## src/rtl/req_scheduler_pkg.sv

```systemverilog
// Shared definitions for the request scheduler: FSM states and width constants.
package req_scheduler_pkg;

    typedef enum logic {
        S_IDLE  = 1'b0,
        S_OFFER = 1'b1
    } state_t;

    localparam int REQ_ID_WIDTH_DEFAULT = 32;
    localparam int OUTSTANDING_W        = 4;
    localparam int GRANT_IDX_W          = 3;

endpackage

```

## src/rtl/rr_picker.sv

```systemverilog
// Combinational round-robin picker: the requester just above last_idx has the
// highest priority, searching upward and wrapping back to index 0.
module rr_picker
    import req_scheduler_pkg::*;
#(
    parameter int NUM_REQ = 4
) (
    input  logic [NUM_REQ-1:0]     req,
    input  logic [GRANT_IDX_W-1:0] last_idx,
    output logic [NUM_REQ-1:0]     grant,
    output logic [GRANT_IDX_W-1:0] grant_idx,
    output logic                   grant_valid
);

    // Two passes: first the indices above last_idx, then the wrapped-around ones.
    always_comb begin
        grant       = '0;
        grant_idx   = last_idx;
        grant_valid = 1'b0;
        for (int i = 0; i < NUM_REQ; i++) begin
            if (!grant_valid && req[i] && (GRANT_IDX_W'(i) > last_idx)) begin
                grant[i]    = 1'b1;
                grant_idx   = GRANT_IDX_W'(i);
                grant_valid = 1'b1;
            end
        end
        for (int i = 0; i < NUM_REQ; i++) begin
            if (!grant_valid && req[i] && (GRANT_IDX_W'(i) <= last_idx)) begin
                grant[i]    = 1'b1;
                grant_idx   = GRANT_IDX_W'(i);
                grant_valid = 1'b1;
            end
        end
    end

endmodule

```

## src/rtl/req_scheduler.sv

```systemverilog
// Request scheduler: picks one requester ID at a time round-robin, offers it to
// the row-request consumer, and tracks packets in flight via the TX footer taps.
module req_scheduler
    import req_scheduler_pkg::*;
#(
    parameter int REQ_ID_WIDTH    = REQ_ID_WIDTH_DEFAULT,
    parameter int NUM_REQ         = 4,
    parameter int MAX_OUTSTANDING = 2
) (
    input  logic                            clk,
    input  logic                            reset,
    input  logic                            ENABLE,
    input  logic [NUM_REQ*REQ_ID_WIDTH-1:0] REQ_ID_IN,
    input  logic [NUM_REQ-1:0]              REQ_VALID_IN,
    output logic [NUM_REQ-1:0]              REQ_READY_OUT,
    output logic [REQ_ID_WIDTH-1:0]         REQ_ID_OUT,
    output logic                            REQ_ID_VALID,
    input  logic                            READY_FOR_REQ,
    input  logic                            TX_TVALID,
    input  logic                            TX_TREADY,
    input  logic                            TX_TLAST,
    output logic [OUTSTANDING_W-1:0]        OUTSTANDING,
    output logic [GRANT_IDX_W-1:0]          LAST_GRANT,
    output logic [31:0]                     PKT_COUNT,
    output logic                            ERR_UNDERFLOW,
    output logic                            IDLE
);

    state_t                   state;
    state_t                   state_next;
    logic [REQ_ID_WIDTH-1:0]  req_id_q;
    logic [REQ_ID_WIDTH-1:0]  sel_id;
    logic [GRANT_IDX_W-1:0]   last_grant_q;
    logic [GRANT_IDX_W-1:0]   pick_idx;
    logic [NUM_REQ-1:0]       pick_onehot;
    logic                     pick_valid;
    logic                     can_issue;
    logic                     grant_hs;
    logic                     issue_hs;
    logic                     footer;
    logic [OUTSTANDING_W-1:0] outstanding_q;
    logic [31:0]              pkt_count_q;
    logic                     err_q;

    rr_picker #(
        .NUM_REQ(NUM_REQ)
    ) u_picker (
        .req        (REQ_VALID_IN),
        .last_idx   (last_grant_q),
        .grant      (pick_onehot),
        .grant_idx  (pick_idx),
        .grant_valid(pick_valid)
    );

    assign can_issue     = ENABLE & (state == S_IDLE) &
                           (outstanding_q < OUTSTANDING_W'(MAX_OUTSTANDING));
    assign grant_hs      = can_issue & pick_valid & ~reset;
    assign issue_hs      = (state == S_OFFER) & READY_FOR_REQ;
    assign footer        = TX_TVALID & TX_TREADY & TX_TLAST;
    assign REQ_READY_OUT = grant_hs ? pick_onehot : '0;

    // Select the winning requester's ID slice using the one-hot grant.
    always_comb begin
        sel_id = '0;
        for (int i = 0; i < NUM_REQ; i++) begin
            if (pick_onehot[i]) begin
                sel_id = REQ_ID_IN[i*REQ_ID_WIDTH +: REQ_ID_WIDTH];
            end
        end
    end

    // FSM state register.
    always_ff @(posedge clk) begin
        if (reset) begin
            state <= S_IDLE;
        end else begin
            state <= state_next;
        end
    end

    // FSM next state: grant moves to OFFER, consumer handshake returns to IDLE.
    always_comb begin
        state_next = state;
        case (state)
            S_IDLE:  if (grant_hs) state_next = S_OFFER;
            S_OFFER: if (READY_FOR_REQ) state_next = S_IDLE;
            default: state_next = S_IDLE;
        endcase
    end

    // Capture the granted ID and remember who won for the next rotation.
    always_ff @(posedge clk) begin
        if (reset) begin
            req_id_q     <= '0;
            last_grant_q <= GRANT_IDX_W'(NUM_REQ - 1);
        end else if (grant_hs) begin
            req_id_q     <= sel_id;
            last_grant_q <= pick_idx;
        end
    end

    // In-flight packet accounting; an issue and a footer together cancel out.
    always_ff @(posedge clk) begin
        if (reset) begin
            outstanding_q <= '0;
            pkt_count_q   <= '0;
            err_q         <= 1'b0;
        end else begin
            case ({issue_hs, footer})
                2'b10: outstanding_q <= outstanding_q + 1'b1;
                2'b01: begin
                    if (outstanding_q == '0) begin
                        err_q <= 1'b1;
                    end else begin
                        outstanding_q <= outstanding_q - 1'b1;
                    end
                end
                default: outstanding_q <= outstanding_q;
            endcase
            if (footer) begin
                pkt_count_q <= pkt_count_q + 32'd1;
            end
        end
    end

    assign REQ_ID_OUT    = req_id_q;
    assign REQ_ID_VALID  = (state == S_OFFER);
    assign OUTSTANDING   = outstanding_q;
    assign LAST_GRANT    = last_grant_q;
    assign PKT_COUNT     = pkt_count_q;
    assign ERR_UNDERFLOW = err_q;
    assign IDLE          = (state == S_IDLE) & (outstanding_q == '0);

endmodule

```

## config.mk

```make
export PLATFORM = sky130hd
export DESIGN_NAME = req_scheduler
export DESIGN_NICKNAME = d
export VERILOG_FILES = /design/src/rtl/req_scheduler_pkg.sv /design/src/rtl/rr_picker.sv /design/src/rtl/req_scheduler.sv
export SDC_FILE = /design/constraint.sdc
export NUM_CORES = 1
export LEC_CHECK = 0
export CAP_MARGIN = 10
export CORE_MARGIN = 1
export CORE_UTILIZATION = 30
export DETAILED_ROUTE_END_ITERATION = 8
export HOLD_SLACK_MARGIN = 0.05
export PLACE_DENSITY = 0.75
export SYNTH_ARGS = -nofsm -noshare
export SYNTH_HDL_FRONTEND = slang
export SYNTH_SLANG_ARGS = --single-unit
```

## constraint.sdc

```tcl
create_clock -name clk -period 2.1 [get_ports clk]
set_input_delay 0.315 -clock clk [delete_from_list [all_inputs] [get_ports clk]]
set_output_delay 0.315 -clock clk [all_outputs]
set_load 0.02 [all_outputs]
```

==> flow_summary.yaml, run 1 <==
outcome:
  status: "finished clean"
yosys:
  mappedNetlistArea_um2: 4160
  ys_async_sr_fraction: 0
  synth_edf_count: 0
  syn_area_per_cell_um2: 8.58
  synth_seq_area_share: 0.346
  netlist_instances: 485
  synth_warnings: 0
  synth_top_area_cell: "dfxtp_1"
  syn_nets: 628
  synthFlopType: "dfxtp_1"
  synthTopCellsByArea: "dfxtp_1, o221a_1, a221o_1"
  ys_ff_latch: 72
  synth_top_area_frac: 0.346
  synth_cell_types: 47
clock_tree:
  clk_latency_ps: 330
  cts-root-buf: "clkbuf_16"
  clock_path_buffers: 2
  numCtsBuffers: 9
  cts_sinks: 72
  cts.clk_slew.worst_paths_ps: 70
  htree_levels: 3
  cts_tree: "yes"
final_layout:
  fillers: 1192
  final_cell_mix: "clkdlybuf4s50_1, dfxtp_1, buf_4"
  drive_above_1_share: 0.131
  diodes: 0
  stdcell_count: 896
  area_growth_syn_to_layout_pct: 71.9
  mostFrequentLayoutCell: "clkdlybuf4s50_1"
  fin_nets: 858
  final_cell_area_um2: 7160
detailed_routing:
  detail-route-antenna-nets: 0
  first_pass_iters: 6
  vias_per_cell: 5.38
  num_vias: 4816
  drcViolationCount: 0
  drt-total-wl_mm: 15.5
  wl_per_cell_um: 17.3
  drtIter0Drc: 285
floorplan:
  io_pins: 217
  dieArea_um2: 14400
  core_um2: 13400
  die_x_um: 120
  die_h_um: 120
  floorplan.initialDensity: 0.311
  num_rows: 42
power:
  vdd_drop_max_v: 0.000285
  power_w: 0.00432
  power.density_nw_per_um2: 604
  p_leak_nw: 2.76
critical_path:
  cp-start-kind: "flip-flop"
  crit_buf_inv: 5
  crit_family: "buffers and inverters"
  path_max_fanout: 6
  slowest_stage: "dfxtp_1"
  crit_top_cell: "buf_4"
  cp_slowest_stage_delay_ps: 370
  crit_path_end_kind: "flip-flop"
  cp_data_required_time_ps: 2320
  cp_cell_sequence: "nor3_2, buf_4, nand4_4, buf_6, buf_4, nor2b_4, buf_4, clkbuf_16, a221o_1"
  crit_type: "reg2reg"
  critPathArrivalTime_ps: 2220
timing:
  slew_viol_final: 0
  grt_setup_unrepaired: "false"
  min_period_ps: 1990
  slew_headroom: 0.557
  fmax_mhz: 502
  hold_viol: 0
  period_share: 0.948
  tightest_slew_ps: 665
  fin_setup_tns_ps: 0
  setup_viol: 0
  finClkSkew_ps: 7.49
place:
  port_buffers: 215
  postPlaceCellArea_um2: 6700
  globalplace.congestion: 0.967
  numPlacedInstances: 871
  dp_hpwl_mm: 11.0
global_route:
  grt_pass1_wl_mm: 23.2
  grt_max_degree: 42
  overflow: 0
  grt_antenna_before_repair: 0
  grt_usage: 0.204
  grt_pass1_vias: 4751
min_path:
  hp-class: "reg2reg"
flow_run:
  max_cap_viol_count: 0
==> stage by stage <==
stage / hold WS [ps] / setup slack, ps / util
after global placement: 456 / -362 / 0.500
after floorplan: 454 / 114 / -
after CTS: 482 / 20.6 / 0.522
after detailed placement: 464 / -421 / 0.500
final: 479 / 109 / 0.534
after global routing: 503 / 25.4 / 0.534
==> registers in the layout, summed over array words and instances, names as in the netlist <==
name	count
OUTSTANDING	4
LAST_GRANT	2
REQ_ID_OUT	32
ERR_UNDERFLOW	1
PKT_COUNT	32
REQ_ID_VALID	1
==> kinds of logic (layout without fill, tap and decap cells) <==
kind of cell / Yosys count / in the layout / synth area share
other: 1 / 1 / 0.000901
XOR/XNOR: 28 / 28 / 0.0589
AO/OA/AOI/OAI: 128 / 128 / 0.254
adder cells (fa/ha/maj): 4 / 4 / 0.0138
multiplexers: 2 / 2 / 0.00481
flip-flops: 72 / 72 / 0.346
buffers and inverters: 64 / 299 / 0.0769
AND/OR/NAND/NOR: 186 / 186 / 0.244
==> Yosys cell counts (all sizes together), types with 10 or more instances <==
| master | n |
|---|---|
| a221o | 32 |
| a21oi | 16 |
| o21ai | 39 |
| nor4 | 11 |
| buf | 25 |
| inv | 14 |
| nand4 | 10 |
| nor3 | 10 |
| nor2 | 37 |
| o221a | 32 |
| nand2 | 16 |
| xnor2 | 23 |
| nand3 | 41 |
| clkbuf | 25 |
| dfxtp | 72 |
| and3 | 34 |
==> timing repair <==
item	4_1_cts	5_1_grt
resized for setup	19	15
hold buffers	0	0
buffers inserted	0	5
pin swaps	0	2
endpoints found under the hold margin	0	0
gates cloned	0	4
setup endpoints to repair	5	34
==> path summary, 6_finish.rpt <==
check / endpoint / startpoint / cells past startpoint / slack [ps]
worst max register to register: REQ_ID_OUT[1] / OUTSTANDING[1] / 9 / 110
worst min register to register: ERR_UNDERFLOW / ERR_UNDERFLOW / 2 / 480
worst min-delay path: ERR_UNDERFLOW / ERR_UNDERFLOW / 2 / 480
worst max-delay path: REQ_ID_OUT[1] / OUTSTANDING[1] / 9 / 110
==> power breakdown <==
part	switching [W]	internal [W]
clock network	0.000646	0.000970
logic	0.000518	0.000667
registers	0.0000629	0.00146
==> cell type report <==
class / count / area, um^2 / share of cell area
clock inverters: 6 / 72.6 / 0.0101
multi-input cells: 349 / 2440 / 0.341
repair buffers: 269 / 2690 / 0.376
inverters: 14 / 52.6 / 0.00734
clock buffers: 10 / 239 / 0.0334
well taps: 176 / 220 / 0.0308
flip-flops and latches: 72 / 1440 / 0.202
==> worst min-delay path: stages, from the launching register on <==
cell	delay, ps
dfxtp_1	330
a21oi_1	40
nor2_1	70
==> per-layer routing <==
layer	wire [um]	share of wire	GRT usage	up-vias
met4	426	0.028	0.0883	0
li1	-	-	-	2285
met3	1200	0.078	0.0608	29
met1	6330	0.41	0.243	2258
met5	0	0	0	-
met2	7500	0.49	0.340	244
Note: power is estimated with default switching activity, not from simulation.
==> run 2, diff against run 1 <==
--- a/config.mk
+++ b/config.mk
@@ -9,8 +9,9 @@
 export CORE_MARGIN = 1
 export CORE_UTILIZATION = 30
 export DETAILED_ROUTE_END_ITERATION = 8
+export DONT_BUFFER_PORTS = 1
 export HOLD_SLACK_MARGIN = 0.05
-export PLACE_DENSITY = 0.75
+export PLACE_DENSITY = 0.55
 export SYNTH_ARGS = -nofsm -noshare
 export SYNTH_HDL_FRONTEND = slang
 export SYNTH_SLANG_ARGS = --single-unit
==> run 2 against run 1 <==
Compared with the run above: sequential share of layout area grew 9.2 points; global-route usage down 2.9 points; sequential cell count stayed put; non-clock buffer count down 225; clock-buffer cell count unchanged; die area unchanged; via count decreased by 19%; clock skew is 3.2 ps higher; maximum frequency fell by 1.8%.
==> flow_summary.yaml, run 2 (synthesis gave the netlist of run 1 again) <==
place:
  port_buffers: 0
  dp_hpwl_mm: 9.10
  globalplace.congestion: 0.850
global_route:
  grt_pass1_wl_mm: 19.5
  grt_max_degree: 49
  grt_usage: 0.175
  overflow: 0
  grt_pass1_vias: 3759
  grt_antenna_before_repair: 0
timing:
  period_share: 0.966
  fmax_mhz: 493
  fin_setup_tns_ps: 0
  slew_headroom: 0.547
  min_period_ps: 2030
  finClkSkew_ps: 10.7
  slew_viol_final: 0
  hold_viol: 0
  grt_setup_unrepaired: "false"
  setup_viol: 0
  tightest_slew_ps: 679
outcome:
  status: "finished clean"
power:
  p_switching_w: 0.00108
  p_leak_nw: 1.86
  power.density_nw_per_um2: 759
  intPower_w: 0.00265
  combPwrFrac: 0.142
  vdd_drop_max_v: 0.000344
  power_frac_seq: 0.436
  pwr-share-clk: 0.421
  swShare: 0.290
critical_path:
  cp_slowest_stage_delay_ps: 510
  reg2reg_slack_ps: 160
  cp_cell_sequence: "buf_4, a311o_4, nand2_1, nor2_1, buf_4"
  r2r-end: "REQ_ID_OUT[12]"
  startpoint: "LAST_GRANT[1]"
  crit_type: "reg2out"
  cp-start-kind: "flip-flop"
  rr_startpoint: "LAST_GRANT[1]"
  crit_top_cell: "buf_4"
  critPathArrivalTime_ps: 1710
  cp-endpoint: "REQ_READY_OUT[1]"
  slowest_stage: "a311o_4"
  crit_path_end_kind: "output pin"
  r2r_cells: 5
  cp_data_required_time_ps: 1780
  path_max_fanout: 17
clock_tree:
  clk_latency_ps: 340
  numCtsBuffers: 9
  cts_sinks: 72
  cts-root-buf: "clkbuf_16"
  cts_tree: "yes"
  htree_levels: 3
  clock_path_buffers: 2
  cts.clk_slew.worst_paths_ps: 60
final_layout:
  mostFrequentLayoutCell: "dfxtp_1"
  final_core_util: 0.367
  area_growth_syn_to_layout_pct: 18.1
  fin_nets: 634
  final_cell_mix: "dfxtp_1, nand3_1, o21ai_0"
  drive_above_1_share: 0.161
  diodes: 0
floorplan:
  die_x_um: 120
  dieArea_um2: 14400
  num_rows: 42
  floorplan.initialDensity: 0.311
  core_um2: 13400
  io_pins: 217
  die_h_um: 120
detailed_routing:
  drt-total-wl_mm: 13.5
  detail-route-antenna-nets: 0
  drtIter0Drc: 284
  vias_per_cell: 5.78
  num_vias: 3886
  wl_per_cell_um: 20.1
  first_pass_iters: 5
  drcViolationCount: 0
min_path:
  hp-class: "in2reg"
flow_run:
  max_cap_viol_count: 0
-- run 2: cell types whose count changed in the layout (fill, tap and decap cells not counted), moves of 3 or more --
cell	before	now
buf_6	3	0
clkdlybuf4s50_1	206	0
buf_4	42	36
buf_2	3	0
dlymetal6s2s_1	3	0
-- run 2: layout make-up --
| cell class | count | area (um^2) |
|---|---|---|
| Fill cell | 1381 | 8490 |
| Multi-Input combinational cell | 350 | 2460 |
| Sequential cell | 72 | 1440 |
| Timing Repair Buffer | 44 | 435 |
| Clock buffer | 10 | 239 |
| Tap cell | 176 | 220 |
| Clock inverter | 6 | 65.1 |
| Inverter | 14 | 52.6 |
-- run 2: power by group through the flow --
| stage | combinational, W | sequential (W) | clock, W |
|---|---|---|---|
| after floorplan | 0.000404 | 0.00164 | 0 |
| after global placement | 0.000472 | 0.00166 | 0 |
| after detailed placement | 0.000486 | 0.00166 | 0 |
| after CTS | 0.000503 | 0.00163 | 0.00162 |
| after global routing | 0.000577 | 0.00164 | 0.00168 |
| final | 0.000532 | 0.00163 | 0.00157 |
-- run 2: worst min path at each step --
| stage | start | endpoint | slack [ps] | cells past startpoint |
|---|---|---|---|---|
| finish | reset | LAST_GRANT[0] | 80 | 1 |
| global route | reset | LAST_GRANT[0] | 60 | 1 |
| CTS | reset | LAST_GRANT[0] | 60 | 1 |
| detailed placement | reset | REQ_ID_VALID | 390 | 1 |
| global placement | reset | REQ_ID_VALID | 390 | 1 |
| floorplan | REQ_ID_IN[96] | REQ_ID_OUT[0] | 450 | 1 |
-- run 2: timing repair --
item,CTS,global route
buffers inserted,0,1
endpoints found under the hold margin,38,0
hold buffers,1,0
setup endpoints to repair,0,5
gates resized for setup,0,6
-- run 2: metrics by stage --
step           hold WS (ps)  instances  area (um^2)  power [W]  worst slack (ps)
4_1_cts                57.0        669         4840    0.00375              31.4
2_1_floorplan           454        485         4160    0.00205               114
3_5_place_dp            391        652         4520    0.00215               201
6_report               79.0        672         4910    0.00373              71.7
3_3_place_gp            388        652         4520    0.00213               226
5_1_grt                59.2        672         4910    0.00389              1.07
-- run 2: metal layers --
metal  global-route usage  vias up  wire length [um]
met5                    0        -                 0
met4               0.0859        0               300
met3               0.0490       17              1200
met2                0.311      194              6840
met1                0.190     1829              5200
li1                     -     1846                 -
-- run 2: critical path, delay by kind of cell, from the launching register on --
kind	cells	cell delay, ps
AO/OA/AOI/OAI	1	510
flip-flops	1	360
buffers and inverters	2	350
AND/OR/NAND/NOR	2	140
==> run 3, diff against run 2 <==
--- a/config.mk
+++ b/config.mk
@@ -11,7 +11,7 @@
 export DETAILED_ROUTE_END_ITERATION = 8
 export DONT_BUFFER_PORTS = 1
 export HOLD_SLACK_MARGIN = 0.05
-export PLACE_DENSITY = 0.55
+export PLACE_DENSITY = 0.42
 export SYNTH_ARGS = -nofsm -noshare
 export SYNTH_HDL_FRONTEND = slang
 export SYNTH_SLANG_ARGS = --single-unit
==> run 3 against run 2 <==
Compared with the run above: global-route usage grew 1.8 points; total power up 2.8%; clock-buffer cell count rose by 2; critical endpoint unchanged; critical path type unchanged; first-iteration DRC count rose by 19%; largest power group is now clock.
==> flow_summary.yaml, run 3 (synthesis gave the netlist of run 1 again) <==
outcome:
  status: "finished clean"
detailed_routing:
  drcViolationCount: 0
  wl_per_cell_um: 20.9
  vias_per_cell: 5.81
  drtIter0Drc: 337
  drt-total-wl_mm: 14.1
  first_pass_iters: 5
  num_vias: 3929
  detail-route-antenna-nets: 0
clock_tree:
  numCtsBuffers: 9
  clock_path_buffers: 2
  cts.clk_slew.worst_paths_ps: 50
  cts-root-buf: "clkbuf_16"
  cts_sinks: 72
  htree_levels: 3
  cts_tree: "yes"
  clk_latency_ps: 340
critical_path:
  r2r_cells: 5
  cp-start-kind: "flip-flop"
  path_max_fanout: 33
  crit_path_end_kind: "output pin"
  reg2reg_slack_ps: 170
  crit_type: "reg2out"
  cp_data_required_time_ps: 1780
  r2r-end: "REQ_ID_OUT[16]"
  rr_startpoint: "LAST_GRANT[0]"
  critPathArrivalTime_ps: 1710
floorplan:
  die_x_um: 120
  die_h_um: 120
  io_pins: 217
  dieArea_um2: 14400
  num_rows: 42
  core_um2: 13400
  floorplan.initialDensity: 0.311
global_route:
  grt_pass1_vias: 3709
  grt_antenna_before_repair: 0
  grt_max_degree: 42
  overflow: 0
  grt_pass1_wl_mm: 21.1
  grt_usage: 0.193
final_layout:
  drive_above_1_share: 0.164
  final_core_util: 0.368
  fin_nets: 639
  area_growth_syn_to_layout_pct: 18.5
  fillers: 1381
  final_cell_mix: "dfxtp_1, buf_4, nand3_1"
  diodes: 0
  mostFrequentLayoutCell: "dfxtp_1"
min_path:
  whs_path_depth: 1
  holdPathEnd: "LAST_GRANT[0]"
  hp-class: "in2reg"
  hold_start: "reset"
timing:
  hold_viol: 0
  min_period_ps: 2030
  setup_viol: 0
  setup_ws_ps: 75.0
  slew_viol_final: 0
  hold_slack_ps: 81.2
  slew_headroom: 0.522
  finClkSkew_ps: 10.9
  fmax_mhz: 494
  fin_setup_tns_ps: 0
  period_share: 0.964
  tightest_slew_ps: 718
  grt_setup_unrepaired: "false"
place:
  dp_hpwl_mm: 9.70
  globalplace.congestion: 0.787
  pre_cts_ws_ps: 106
  port_buffers: 0
flow_run:
  max_cap_viol_count: 0
power:
  power.density_nw_per_um2: 777
  power_w: 0.00383
  p_leak_nw: 1.89
  vdd_drop_max_v: 0.000350
run 3: critical path, stage by stage (launching register included):
cell,delay [ps]
dfxtp_2,340
nand2b_4,140
a311o_4,560
nand2_1,130
nor2_1,40
buf_4,160
run 3: cell type report:
class | instances | area (um^2) | share of cell area
Timing Repair Buffer | 50 | 444 | 0.0900
Sequential cell | 72 | 1440 | 0.293
Tap cell | 176 | 220 | 0.0446
Clock inverter | 3 | 65.1 | 0.0132
Clock buffer | 12 | 256 | 0.0520
Multi-Input combinational cell | 349 | 2450 | 0.497
Inverter | 14 | 52.6 | 0.0107
run 3: what timing repair did:
action                     CTS  global route
pin swaps                    1             0
hold endpoints to repair    37             0
buffers inserted             1             0
hold buffers                 2             0
setup endpoints to repair    3             4
gates resized for setup      2             3
run 3: per-layer routing:
layer	track usage	share of wire
met3	0.0513	0.082
met2	0.314	0.47
met4	0.0828	0.021
met1	0.239	0.42
met5	0	0
run 3: metrics by stage:
| step | cell area [um^2] | std cells |
|---|---|---|
| 2_1_floorplan | 4160 | 485 |
| 3_3_place_gp | 4560 | 658 |
| 3_5_place_dp | 4560 | 658 |
| 4_1_cts | 4920 | 676 |
| 5_1_grt | 4930 | 676 |
| 6_report | 4930 | 676 |
run 3: worst max path at each step:
stage | start | end | slack [ps] | cells past startpoint
6_report | LAST_GRANT[0] | REQ_READY_OUT[1] | 70 | 5
4_1_cts | OUTSTANDING[1] | REQ_READY_OUT[0] | 0.6 | 4
3_3_place_gp | LAST_GRANT[1] | REQ_ID_OUT[16] | 140 | 5
3_5_place_dp | LAST_GRANT[1] | REQ_ID_OUT[16] | 110 | 5
5_1_grt | REQ_ID_VALID | REQ_READY_OUT[0] | 2 | 5
2_1_floorplan | LAST_GRANT[1] | REQ_READY_OUT[0] | 110 | 5
run 3: where the power goes:
part	internal (W)	switching, W	total [W]	leakage, nW
Combinational	0.000238	0.000281	0.000518	1.15
Sequential	0.00146	0.000172	0.00163	0.585
Clock	0.00110	0.000590	0.00169	0.159
